<file path="src/rtl/seg_scan_ctrl.sv">
`default_nettype none
// +----------------------------------------------------------------------------+
// | seg_scan_ctrl : 7-segment scan multiplexer with blanking gaps and           |
// | frame-boundary content commit. Optional blink via macro BLINK_EN.           |
// | Revision: 1.0                                                               |
// +----------------------------------------------------------------------------+
module seg_scan_ctrl #(
   parameter int NUM_DIGITS   = 6,
   parameter int DWELL_CYC    = 1000,
   parameter int BLANK_CYC    = 16,
   parameter int BLINK_FRAMES = 64
) (
   input  logic                      clk,
   input  logic                      rst,
   input  logic                      load,
   input  logic [4*NUM_DIGITS-1:0]   digits_in,
`ifdef BLINK_EN
   input  logic [NUM_DIGITS-1:0]     blink_mask,
`endif
   output logic                      load_ack,
   output logic                      A,
   output logic                      B,
   output logic                      C,
   output logic                      D,
   output logic                      E,
   output logic                      F,
   output logic                      G,
   output logic [NUM_DIGITS-1:0]     dig_en,
   output logic                      frame_done
);

   localparam int c_CNT_MAX = (DWELL_CYC > BLANK_CYC) ? DWELL_CYC : BLANK_CYC;
   localparam int c_CNT_W   = (c_CNT_MAX > 1) ? $clog2(c_CNT_MAX) : 1;
   localparam int c_IDX_W   = $clog2(NUM_DIGITS);
   localparam logic [c_CNT_W-1:0] c_DWELL_LAST = c_CNT_W'(DWELL_CYC - 1);
   localparam logic [c_CNT_W-1:0] c_BLANK_LAST = c_CNT_W'(BLANK_CYC - 1);
   localparam logic [c_IDX_W-1:0] c_IDX_LAST   = c_IDX_W'(NUM_DIGITS - 1);

   localparam logic [0:0] ST_BLANK = 1'b0;
   localparam logic [0:0] ST_DWELL = 1'b1;

   if (NUM_DIGITS < 2 || DWELL_CYC < 1 || BLANK_CYC < 1 || BLINK_FRAMES < 1) begin : g_param_check
      $error("seg_scan_ctrl: illegal parameter value");
   end

   logic [0:0]                r_state, w_state_nxt;
   logic [c_CNT_W-1:0]        r_cnt, w_cnt_nxt;
   logic [c_IDX_W-1:0]        r_idx, w_idx_nxt;
   logic                      w_frame_end;
   logic [NUM_DIGITS-1:0]     w_dig_en_nxt;
   logic [6:0]                w_seg_nxt;
   logic [3:0]                w_code;
   logic                      w_hide;
   logic [4*NUM_DIGITS-1:0]   r_shadow, r_pend;
   logic                      r_pend_vld;
   logic [6:0]                r_seg;
   logic [NUM_DIGITS-1:0]     r_dig_en;
   logic                      r_load_ack, r_frame_done;

   always_ff @(posedge clk or posedge rst) begin
      if (rst) begin
         r_state <= ST_BLANK;
         r_cnt   <= '0;
         r_idx   <= '0;
      end else begin
         r_state <= w_state_nxt;
         r_cnt   <= w_cnt_nxt;
         r_idx   <= w_idx_nxt;
      end
   end

   always_comb begin
      w_state_nxt = r_state;
      w_cnt_nxt   = r_cnt + 1'b1;
      w_idx_nxt   = r_idx;
      case (r_state)
         ST_BLANK: begin
            if (r_cnt == c_BLANK_LAST) begin
               w_state_nxt = ST_DWELL;
               w_cnt_nxt   = '0;
            end
         end
         ST_DWELL: begin
            if (r_cnt == c_DWELL_LAST) begin
               w_state_nxt = ST_BLANK;
               w_cnt_nxt   = '0;
               w_idx_nxt   = (r_idx == c_IDX_LAST) ? '0 : r_idx + 1'b1;
            end
         end
         default: begin
            w_state_nxt = ST_BLANK;
            w_cnt_nxt   = '0;
            w_idx_nxt   = '0;
         end
      endcase
   end

   assign w_frame_end = (r_state == ST_DWELL) && (r_cnt == c_DWELL_LAST) && (r_idx == c_IDX_LAST);

`ifdef BLINK_EN
   localparam int c_FRM_W = (BLINK_FRAMES > 1) ? $clog2(BLINK_FRAMES) : 1;
   localparam logic [c_FRM_W-1:0] c_FRM_LAST = c_FRM_W'(BLINK_FRAMES - 1);
   logic [c_FRM_W-1:0] r_frm_cnt;
   logic               r_phase_off;

   always_ff @(posedge clk or posedge rst) begin
      if (rst) begin
         r_frm_cnt   <= '0;
         r_phase_off <= 1'b0;
      end else if (w_frame_end) begin
         if (r_frm_cnt == c_FRM_LAST) begin
            r_frm_cnt   <= '0;
            r_phase_off <= ~r_phase_off;
         end else begin
            r_frm_cnt <= r_frm_cnt + 1'b1;
         end
      end
   end
`endif

   // Outputs are registered from the next-state view so dig_en and A..G flip together.
   always_comb begin
      w_dig_en_nxt = '0;
      w_code       = 4'hF;
      w_hide       = 1'b0;
      for (int i = 0; i < NUM_DIGITS; i++) begin
         if (w_idx_nxt == c_IDX_W'(i)) begin
            w_code = r_shadow[i*4 +: 4];
`ifdef BLINK_EN
            w_hide = r_phase_off & blink_mask[i];
`endif
            if (w_state_nxt == ST_DWELL) begin
               w_dig_en_nxt[i] = 1'b1;
            end
         end
      end
      case (w_code)
         4'h0:    w_seg_nxt = 7'b1111110;
         4'h1:    w_seg_nxt = 7'b0110000;
         4'h2:    w_seg_nxt = 7'b1101101;
         4'h3:    w_seg_nxt = 7'b1111001;
         4'h4:    w_seg_nxt = 7'b0110011;
         4'h5:    w_seg_nxt = 7'b1011011;
         4'h6:    w_seg_nxt = 7'b1011111;
         4'h7:    w_seg_nxt = 7'b1110000;
         4'h8:    w_seg_nxt = 7'b1111111;
         4'h9:    w_seg_nxt = 7'b1111011;
         4'hA:    w_seg_nxt = 7'b1110111;
         4'hB:    w_seg_nxt = 7'b1100111;
         4'hC:    w_seg_nxt = 7'b1110110;
         default: w_seg_nxt = 7'b0000000;
      endcase
      if (w_state_nxt != ST_DWELL || w_hide) begin
         w_seg_nxt = 7'b0000000;
      end
   end

   // A load on the commit cycle bypasses the pending register.
   always_ff @(posedge clk or posedge rst) begin
      if (rst) begin
         r_shadow     <= '1;
         r_pend       <= '1;
         r_pend_vld   <= 1'b0;
         r_seg        <= '0;
         r_dig_en     <= '0;
         r_load_ack   <= 1'b0;
         r_frame_done <= 1'b0;
      end else begin
         r_seg        <= w_seg_nxt;
         r_dig_en     <= w_dig_en_nxt;
         r_frame_done <= w_frame_end;
         r_load_ack   <= 1'b0;
         if (w_frame_end && (load || r_pend_vld)) begin
            r_shadow   <= load ? digits_in : r_pend;
            r_pend_vld <= 1'b0;
            r_load_ack <= 1'b1;
         end else if (load) begin
            r_pend     <= digits_in;
            r_pend_vld <= 1'b1;
         end
      end
   end

   assign {A, B, C, D, E, F, G} = r_seg;
   assign dig_en     = r_dig_en;
   assign load_ack   = r_load_ack;
   assign frame_done = r_frame_done;

endmodule
`default_nettype wire

</file>
<file path="config.mk">
export PLATFORM = sky130hd
export DESIGN_NAME = seg_scan_ctrl
export DESIGN_NICKNAME = d
export VERILOG_FILES = /design/src/rtl/seg_scan_ctrl.sv
export SDC_FILE = /design/constraint.sdc
export NUM_CORES = 1
export LEC_CHECK = 0
export ABC_AREA = 1
export CORE_ASPECT_RATIO = 1.2
export CORE_MARGIN = 4
export CORE_UTILIZATION = 45
export CTS_BUF_LIST = sky130_fd_sc_hd__clkbuf_8
export DETAILED_ROUTE_END_ITERATION = 7
export PLACE_DENSITY_LB_ADDON = 0.3
export SETUP_SLACK_MARGIN = 0.1
export SYNTH_ARGS = -nofsm -noshare
export SYNTH_HDL_FRONTEND = slang
export SYNTH_SLANG_ARGS = --single-unit
</file>
<file path="constraint.sdc">
create_clock -name clk -period 5.01 [get_ports clk]
set_clock_uncertainty 0.15 [all_clocks]
set_input_delay 1.002 -clock clk [delete_from_list [all_inputs] [get_ports clk]]
set_output_delay 1.002 -clock clk [all_outputs]
set_load 0.01 [all_outputs]
</file>
==> flow_summary.toml <==
[synthesis]
syn_nets = 504
syn_inst = 471
syn-mean-instance-area_sq_um = 8.402
synthFlopType = "dfstp_2"
synth_top_area_cell = "dfstp_2"
synth_area_sq_mm = 0.003958
async_flop_share_pct = 100.0
synth-edff-count = 0
synth_seq_cells = 78
synthDistinctLibCells = 37
yosysWarnings = 0
synth_top_cell_area_share_pct = 31.87
ys_top_cells_by_area = "dfstp_2, dfrtp_1, nand2_1"
yosysSeqAreaShare_pct = 50.84

[setup_path]
r2r_setup_slack_ps = 2150
end_kind = "register"
reg2reg_depth = 19
path_class = "register to register"
required_ps = 5130
r2r-start = "r_cnt[0]"
reg2reg_to = "r_seg[2]"
critical_path_arrival_ps = 2980
cp_max_fo = 6
startpoint_type = "register"

[cells_and_area]
syn_to_final_growth_pct = 18.62
regArea_sq_mm = 0.002012
layout.cells.most_common = "nand2_1"
n_fill_cell = 788
drive_gt1_share_pct = 22.29
final_util_pct = 54.81
nets = 544
diodes = 0
mostFrequentLayoutCells = "nand2_1, inv_1, o21ai_0"
instances_no_fill = 633
multi_input_area_sq_mm = 0.001629
fin_area_sq_mm = 0.004695

[drt]
postRouteAntennaNets = 0
finalWirelength_mm = 7.603
first_pass_iters = 4
via_per_inst = 4.749
drc = 0
wire_per_inst_um = 12.01
drtIter0Drc = 102
vias = 3006

[floorplanning]
die_area_sq_mm = 0.01037
boundaryPins = 42
core_sq_mm = 0.008564
die_y_um = 110.7
initial_utilization_pct = 46.21
rows = 37
die_w_um = 93.61

[power_and_ir_drop]
power.leakage_nw = 2.214
switching_share_pct = 23.38
clockPowerShare_pct = 37.1
intPower_mw = 1.014
seqPwrFrac_pct = 52.4
powerDensity_mw_per_mm2 = 282.0
ir_drop_mv = 0.1867
combPwrFrac_pct = 10.5
switchingPower_mw = 0.3096

[clocking]
cts_tree = "yes"
cts_buffer_depth = 2
hold_buffers = 0
h-tree-depth = 3
clkSinkCount = 78
clkTransAtPathRegs_ps = 80
cts_setup_buffers = 0
cts-resized-gates = 0
cts-root-buf = "clkbuf_8"
cts_buffers = 9
worstSkewPairLatency_ps = 350

[timing]
fmaxAchievable_mhz = 349.5
period_needed_ps = 2861
hold_viol_final = 0
final_max_slew_viol_count = 0
relSlewSlack_pct = 40.86
setup_tns_ps = 0
tightestPinTransition_ps = 885.8
finalCritPeriodShare_pct = 57.11
finalSetupViolCount = 0
rsz0062_at_grt = "no"

[job]
cap_violations = 0

[global_routing]
grt_pass1_wl_mm = 13.79
grt_pass1_vias = 3048
antenna_found_initial = 0
grt_max_degree = 49
overflow = 0
grt_use_total_pct = 16.32

[place]
dp.final_hpwl_mm = 5.509
gp_congestion = 0.8191
dp_cells = 617
placed_area_sq_mm = 0.004484
numPortBuffers = 41

[worst_hold_path]
whs_path_depth = 1
hold_class = "register to register"
worstHoldEndpoint = "r_cnt[0]"
hp-start = "r_cnt[0]"

[status]
status = "completed"
-- logic make-up (layout without fill, tap and decap cells) --
kind of cell	Yosys count	in the layout	share of synthesized area, %
AO/OA/AOI/OAI	74	74	9.864
XOR/XNOR	2	2	0.4427
adder cells (fa/ha/maj)	6	6	1.897
buffers and inverters	83	128	8.220
flip-flops	78	78	50.84
AND/OR/NAND/NOR	220	220	26.46
multiplexers	8	8	2.276
-- power groups by stage --
stage	registers (mW)	clock network [mW]	logic, mW
3_5_place_dp	0.704	0	0.141
6_report	0.693	0.491	0.139
3_3_place_gp	0.703	0	0.138
2_1_floorplan	0.705	0	0.0840
5_1_grt	0.698	0.533	0.162
4_1_cts	0.694	0.506	0.142
-- registers in the layout (all words and copies together) (netlist names) --
name and flops:
load_ack 1, frame_done 1, dig_en 6, r_seg 7, r_pend 24, r_pend_vld 1
r_idx 3, r_cnt 10, r_state 1, r_shadow 24
-- worst max path at each step --
| stage | startpoint | end | slack, ps | depth (start not counted) |
|---|---|---|---|---|
| finish | r_cnt[0] | r_seg[2] | 2150 | 19 |
| CTS | r_cnt[0] | r_seg[2] | 2140 | 19 |
| global placement | load | r_pend[4] | 2200 | 6 |
| detailed placement | load | r_shadow[11] | 2140 | 6 |
| floorplan | rst | dig_en[0] | 1940 | 1 |
| global route | r_cnt[0] | r_seg[2] | 1780 | 21 |
-- synthesized netlist by cell type, types with 3 or more instances --
cell	n
a21oi_1	7
clkbuf_1	14
dfrtp_1	30
dfstp_2	48
ha_1	6
inv_1	62
inv_2	4
mux2_2	8
nand2_1	124
nand2_2	11
nand3_1	11
nand3_2	3
nand4_1	4
nand4_2	3
nor2_1	34
nor2_2	6
nor2_4	4
nor3_1	5
nor4_1	5
o21ai_0	61
-- worst max-delay path, stage by stage, from the launching register on --
cell	delay [ps]
dfrtp_1	380
ha_1	190
nand2_1	110
inv_1	150
nand3_1	110
nor2_2	110
nand4_1	130
nand2_4	190
nand3_4	100
or2_0	230
nand3_1	90
nand2_1	130
inv_1	140
ha_1	180
inv_1	50
nand4_1	80
nand2_1	60
nand2_1	50
nand2_1	50
nor2_1	110
-- stage by stage --
stage | total power [mW] | hold slack (ps) | setup slack, ps
after CTS | 1.342 | 328.7 | 2136
after global routing | 1.393 | 338.9 | 1776
after detailed placement | 0.8456 | 316.9 | 2140
after floorplan | 0.7890 | 282.9 | 1942
after global placement | 0.8412 | 295.7 | 2203
final | 1.324 | 320.5 | 2149
-- layer usage --
metal | up-vias | GRT usage, % | routed length [um]
li1 | 1560 | - | -
met1 | 1393 | 21.25 | 3499
met2 | 41 | 27.29 | 3758
met3 | 12 | 3.530 | 242
met4 | 0 | 4.624 | 103
met5 | - | 0 | 0
-- cell type report --
class,count,share of cell area [%]
Sequential cell,78,42.86
Multi-Input combinational cell,310,34.70
Timing Repair Buffer,45,9.382
Inverter,67,5.464
Clock buffer,12,3.518
Tap cell,117,3.118
Clock inverter,4,0.9595
Power figures use the tool's default switching activity.
